<file path="src/rtl/pipe_stage_skid_reg_pkg.sv">
// Shared types and constants for the generic inter-stage pipeline registers.
// Bit indices name the control bundle fields used by every stage instance.
package pipe_pkg;

   typedef enum logic [1:0] {
      EMPTY = 2'd0,
      BUSY  = 2'd1,
      FULL  = 2'd2
   } pipe_state_t;

   localparam int PIPE_CNT_W = 16;

   localparam int CTRL_REGWRITE = 0;
   localparam int CTRL_CONDMOV  = 1;
   localparam int CTRL_MEMTOREG = 2;
   localparam int CTRL_ZEROFLAG = 3;

endpackage

</file>
<file path="src/rtl/pipe_stage_skid_reg_stall_counter.sv">
// Saturating event counter; counts cycles where the stage output is stalled.
// Cleared only by reset, never wraps.
module pipe_stall_counter #(
   parameter int CNT_W = 16
) (
   input  logic             Clk,
   input  logic             Rst_n,
   input  logic             inc,
   output logic [CNT_W-1:0] cnt
);

   logic [CNT_W-1:0] cnt_q;

   always_ff @(posedge Clk or negedge Rst_n) begin
      if (!Rst_n) begin
         cnt_q <= '0;
      end else if (inc && (cnt_q != {CNT_W{1'b1}})) begin
         cnt_q <= cnt_q + 1'b1;
      end
   end

   assign cnt = cnt_q;

endmodule

</file>
<file path="src/rtl/pipe_stage_skid_reg.sv">
// Inter-stage register with valid/ready handshake, 2-entry skid and flush.
// Optional stall counter port enabled by PIPE_STALL_CNT_EN.
module pipe_stage_skid_reg
   import pipe_pkg::*;
#(
   parameter int CTRL_W = 4,
   parameter int DATA_W = 69
`ifdef PIPE_STALL_CNT_EN
  ,parameter int CNT_W  = PIPE_CNT_W
`endif
) (
   input  logic              Clk,
   input  logic              Rst_n,
   input  logic              flush,
   input  logic              in_valid,
   output logic              in_ready,
   input  logic [CTRL_W-1:0] in_ctrl,
   input  logic [DATA_W-1:0] in_data,
   output logic              out_valid,
   input  logic              out_ready,
   output logic [CTRL_W-1:0] out_ctrl,
   output logic [DATA_W-1:0] out_data
`ifdef PIPE_STALL_CNT_EN
  ,output logic [CNT_W-1:0]  stall_cnt
`endif
);

   pipe_state_t state, state_nxt;

   logic [CTRL_W-1:0] main_ctrl, skid_ctrl;
   logic [DATA_W-1:0] main_data, skid_data;
   logic              in_ready_q;
   logic              in_fire, out_fire;
   logic              load_in, load_skid, skid_we;

   assign in_fire  = in_valid & in_ready_q;
   assign out_fire = out_valid & out_ready;

   always_comb begin
      state_nxt = state;
      load_in   = 1'b0;
      load_skid = 1'b0;
      skid_we   = 1'b0;
      if (flush) begin
         state_nxt = EMPTY;
      end else begin
         unique case (state)
            EMPTY: begin
               if (in_fire) begin
                  load_in   = 1'b1;
                  state_nxt = BUSY;
               end
            end
            BUSY: begin
               if (in_fire && out_fire) begin
                  load_in = 1'b1;
               end else if (in_fire) begin
                  skid_we   = 1'b1;
                  state_nxt = FULL;
               end else if (out_fire) begin
                  state_nxt = EMPTY;
               end
            end
            FULL: begin
               if (out_fire) begin
                  load_skid = 1'b1;
                  state_nxt = BUSY;
               end
            end
            default: state_nxt = EMPTY;
         endcase
      end
   end

   always_ff @(posedge Clk or negedge Rst_n) begin
      if (!Rst_n) begin
         state      <= EMPTY;
         in_ready_q <= 1'b1;
      end else begin
         state      <= state_nxt;
         in_ready_q <= (state_nxt != FULL);
      end
   end

   always_ff @(posedge Clk or negedge Rst_n) begin
      if (!Rst_n) begin
         main_ctrl <= '0;
         main_data <= '0;
         skid_ctrl <= '0;
         skid_data <= '0;
      end else begin
         if (load_in) begin
            main_ctrl <= in_ctrl;
            main_data <= in_data;
         end else if (load_skid) begin
            main_ctrl <= skid_ctrl;
            main_data <= skid_data;
         end
         if (skid_we) begin
            skid_ctrl <= in_ctrl;
            skid_data <= in_data;
         end
      end
   end

   // Bubbles must never carry RegWrite/MemtoReg into the next stage
   assign out_valid = (state != EMPTY);
   assign out_ctrl  = out_valid ? main_ctrl : '0;
   assign out_data  = main_data;
   assign in_ready  = in_ready_q;

`ifdef PIPE_STALL_CNT_EN
   pipe_stall_counter #(
      .CNT_W (CNT_W)
   ) u_stall_cnt (
      .Clk   (Clk),
      .Rst_n (Rst_n),
      .inc   (out_valid & ~out_ready),
      .cnt   (stall_cnt)
   );
`endif

endmodule

</file>
<file path="config.mk">
export PLATFORM = sky130hd
export DESIGN_NAME = pipe_stage_skid_reg
export DESIGN_NICKNAME = d
export VERILOG_FILES = /design/src/rtl/pipe_stage_skid_reg_pkg.sv /design/src/rtl/pipe_stage_skid_reg_stall_counter.sv /design/src/rtl/pipe_stage_skid_reg.sv
export SDC_FILE = /design/constraint.sdc
export NUM_CORES = 1
export LEC_CHECK = 0
export ABC_AREA = 1
export BUFFER_PORTS_ARGS = -buffer_cell sky130_fd_sc_hd__buf_2
export CORE_MARGIN = 3
export CORE_UTILIZATION = 45
export DETAILED_ROUTE_END_ITERATION = 6
export GPL_TIMING_DRIVEN = 0
export PLACE_DENSITY = 0.72
export RECOVER_POWER = 50
export SKIP_LAST_GASP = 1
export SYNTH_ARGS = -nofsm -noshare
export SYNTH_HDL_FRONTEND = slang
export SYNTH_SLANG_ARGS = --single-unit
</file>
<file path="constraint.sdc">
create_clock -name Clk -period 1.2 [get_ports Clk]
set_input_delay 0.24 -clock Clk [delete_from_list [all_inputs] [get_ports Clk]]
set_output_delay 0.24 -clock Clk [all_outputs]
set_load 0.01 [all_outputs]
</file>
==> flow_summary.yaml <==
timing:
  tns_ns: -39.34
  fin_ws_ns: -0.342
  post-route-period-util_pct: 129
  setup_viol: 183
  skew_ns: 0.00469
  hold_violations: 29
  tightest_slew_ns: 0.954
  max_clock_freq_mhz: 648
  drv_slew: 0
  max_slew_margin_pct: 36.4
  holdWs_ns: -0.0317
  rsz0062_at_grt: "yes"
  period_needed_ns: 1.54
power:
  power_switching_w: 0.00479
  p_clk_share_pct: 33.6
  power.leakage_nw: 5.96
  comb_power_share_pct: 25.7
  seqPwrFrac_pct: 40.7
  p_per_area_nw_per_um2: 1530
  p_int_w: 0.0119
  peakVddDrop_v: 0.00142
  switching_share_pct: 28.7
finish:
  fin_nets: 1102
  final_cell_mix: "nand2_1, dfrtp_1, buf_2"
  mostFrequentLayoutCell: "nand2_1"
  final_cell_area_um2: 10900
  ff_latch_area_um2: 3730
  area_delta_synth_final_pct: 69.9
  drive_above_1_share_pct: 53.1
  multiInputGateArea_um2: 3250
  n_fill_cell: 810
global_routing:
  grt_max_degree: 82
  grt_overflow_total: 0
  grt_pass1_vias: 5682
  grt_pass1_wl_mm: 29.3
  antenna_found_initial: 1
  track_usage_pct: 23.3
clock_tree:
  cts_sinks: 149
  cts_root_buf: "clkbuf_16"
  htreeDepth: 4
  clk_latency_ns: 0.43
  numCtsBuffers: 17
  cts.clk_slew.worst_paths_ns: 0.06
  cts_tree: "done"
  cts.path.max_buffers: 2
status:
  outcome: "complete, but fails checks"
  violations: "negative hold slack, negative setup slack"
synth:
  ys_top_cells_by_area: "dfrtp_1, nand2_1, nand3_1"
  synth_cell_types: 17
  synth_seq_cells: 149
  syn_nets: 820
  synthCells: 742
  synth_area_um2: 6410
  seq_area_frac_synth_pct: 58.1
  synth_ff_type: "dfrtp_1"
  synth.top_cell.area_share_pct: 57.7
  synthArstFlopShare_pct: 100
  avgSynthCellArea_um2: 8.65
  synth_area_leader_cell: "dfrtp_1"
  yosys_warnings: 0
  synth-edff-count: 0
setup_path:
  cp.required_ns: 1.50
  end_kind: "register"
  crit-reg2reg-capture: "skid_data[7]"
  r2r_slack_ns: -0.34
  path_max_fanout: 6
  critPathArrivalTime_ns: 1.85
  timing.rr.start: "in_ready"
  path_class: "register to register"
  startpoint_type: "register"
  worstRegToRegCells: 8
drt:
  first_pass_iters: 5
  viasPerCell: 5.19
  drt_wl_total_mm: 20.9
  drc: 0
  vias: 6306
  drtIter0Drc: 476
  post_drt_wl_per_cell_um: 17.3
  postRouteAntennaNets: 0
place:
  dp_hpwl_mm: 10.7
  place_congestion: 0.797
  place_area_um2: 7570
  pre_cts_ws_ns: -0.283
  place.port_buffers: 152
die:
  die_h_um: 125
  rows: 42
  io_pins: 153
  die_w_um: 125
  design.die.area_um2: 15700
  start_util_pct: 47.1
  coreArea_um2: 13600
worst_hold_path:
  hp-class: "primary input to asynchronous set/reset pin"
flow_run:
  maxCapViolCount: 0
-- synth_stat cells, types with 2 or more instances --
cell type,instances
a21oi_1,2
dfrtp_1,148
buf_2,26
o21ai_0,24
nand2_1,225
o21ai_1,51
nand3_1,147
buf_4,2
buf_6,17
inv_2,2
inv_1,85
nor2_1,8
-- worst max-delay path by stage --
stage                  start            to  slack (ns)  cells past startpoint
floorplan           in_ready  skid_data[1]       -0.05                      7
global placement       Rst_n  out_data[30]       -2.34                      1
detailed placement  in_ready  out_data[14]       -0.28                      7
CTS                 state[0]   out_ctrl[3]       -0.33                      3
global route        in_ready  skid_data[5]       -0.41                      8
finish              in_ready  skid_data[7]       -0.34                      8
-- what timing repair did --
item | 4_1_cts | 5_1_grt
pin swaps | 16 | 28
gates cloned | 10 | 11
resized for setup | 161 | 184
hold endpoints to repair | 68 | 68
endpoints found under the setup margin | 202 | 223
setup buffers | 45 | 47
-- worst max-delay path, cell delays in order, from the launching register on --
cell and delay [ns]:
dfstp_2 0.53, nand2_2 0.07, inv_2 0.08, buf_4 0.12, nand3_4 0.12, buf_8 0.19, clkbuf_16 0.16, nand2_1 0.05
o21ai_0 0.09
-- cell type report --
cell class              count  share of cell area, %
repair buffers            261                   18.7
plain buffers              46                   5.97
clock inverters             8                   1.10
flip-flops and latches    149                   34.2
multi-input cells         460                   29.8
clock buffers              24                   4.60
well taps                 176                   2.02
diodes                      1                 0.0230
repair inverters            2                  0.298
inverters                  87                   3.26
-- logic make-up (layout without fill, tap and decap cells) --
| kind of cell | after synthesis | in the layout | share of synthesized area [%] |
|---|---|---|---|
| other | 0 | 1 | 0 |
| buffers and inverters | 133 | 428 | 10.4 |
| and+or+nand+nor | 383 | 383 | 25.5 |
| AOI/OAI and AO/OA | 77 | 77 | 6.01 |
| DFF | 149 | 149 | 58.1 |
-- power by group through the flow --
| stage | logic (W) | clock network (W) | registers (W) |
|---|---|---|---|
| after floorplan | 0.00119 | 0 | 0.00689 |
| after CTS | 0.00324 | 0.00568 | 0.00672 |
| final | 0.00429 | 0.00562 | 0.00679 |
| after detailed placement | 0.00241 | 0 | 0.00677 |
| after global routing | 0.00469 | 0.00588 | 0.00689 |
| after global placement | 0.00233 | 0 | 0.00675 |
-- flip-flops by register name, summed over array words and instances, names as in the netlist --
signal	flops
skid_ctrl	4
skid_data	69
in_ready	1
state	2
out_data	69
main_ctrl	4
-- stage by stage --
| step | utilization, % | total power, W | std cells |
|---|---|---|---|
| after global placement | 55.4 | 0.00907 | 1070 |
| after global routing | 80.1 | 0.0175 | 1214 |
| after CTS | 70.0 | 0.0156 | 1158 |
| after floorplan | - | 0.00808 | 742 |
| final | 80.1 | 0.0167 | 1214 |
| after detailed placement | 55.6 | 0.00918 | 1071 |
-- metal layers --
layer  share of wire [%]  up-vias  track usage [%]  routed length [um]
met5                   0        -                0                   0
met4                 2.4        0             7.21                 503
met3                 5.0       44             5.20                1050
met2                  50      189             37.1               10600
met1                  42     3128             32.1                8840
li1                    -     2945                -                   -
Note: power is estimated with default switching activity, not from simulation.
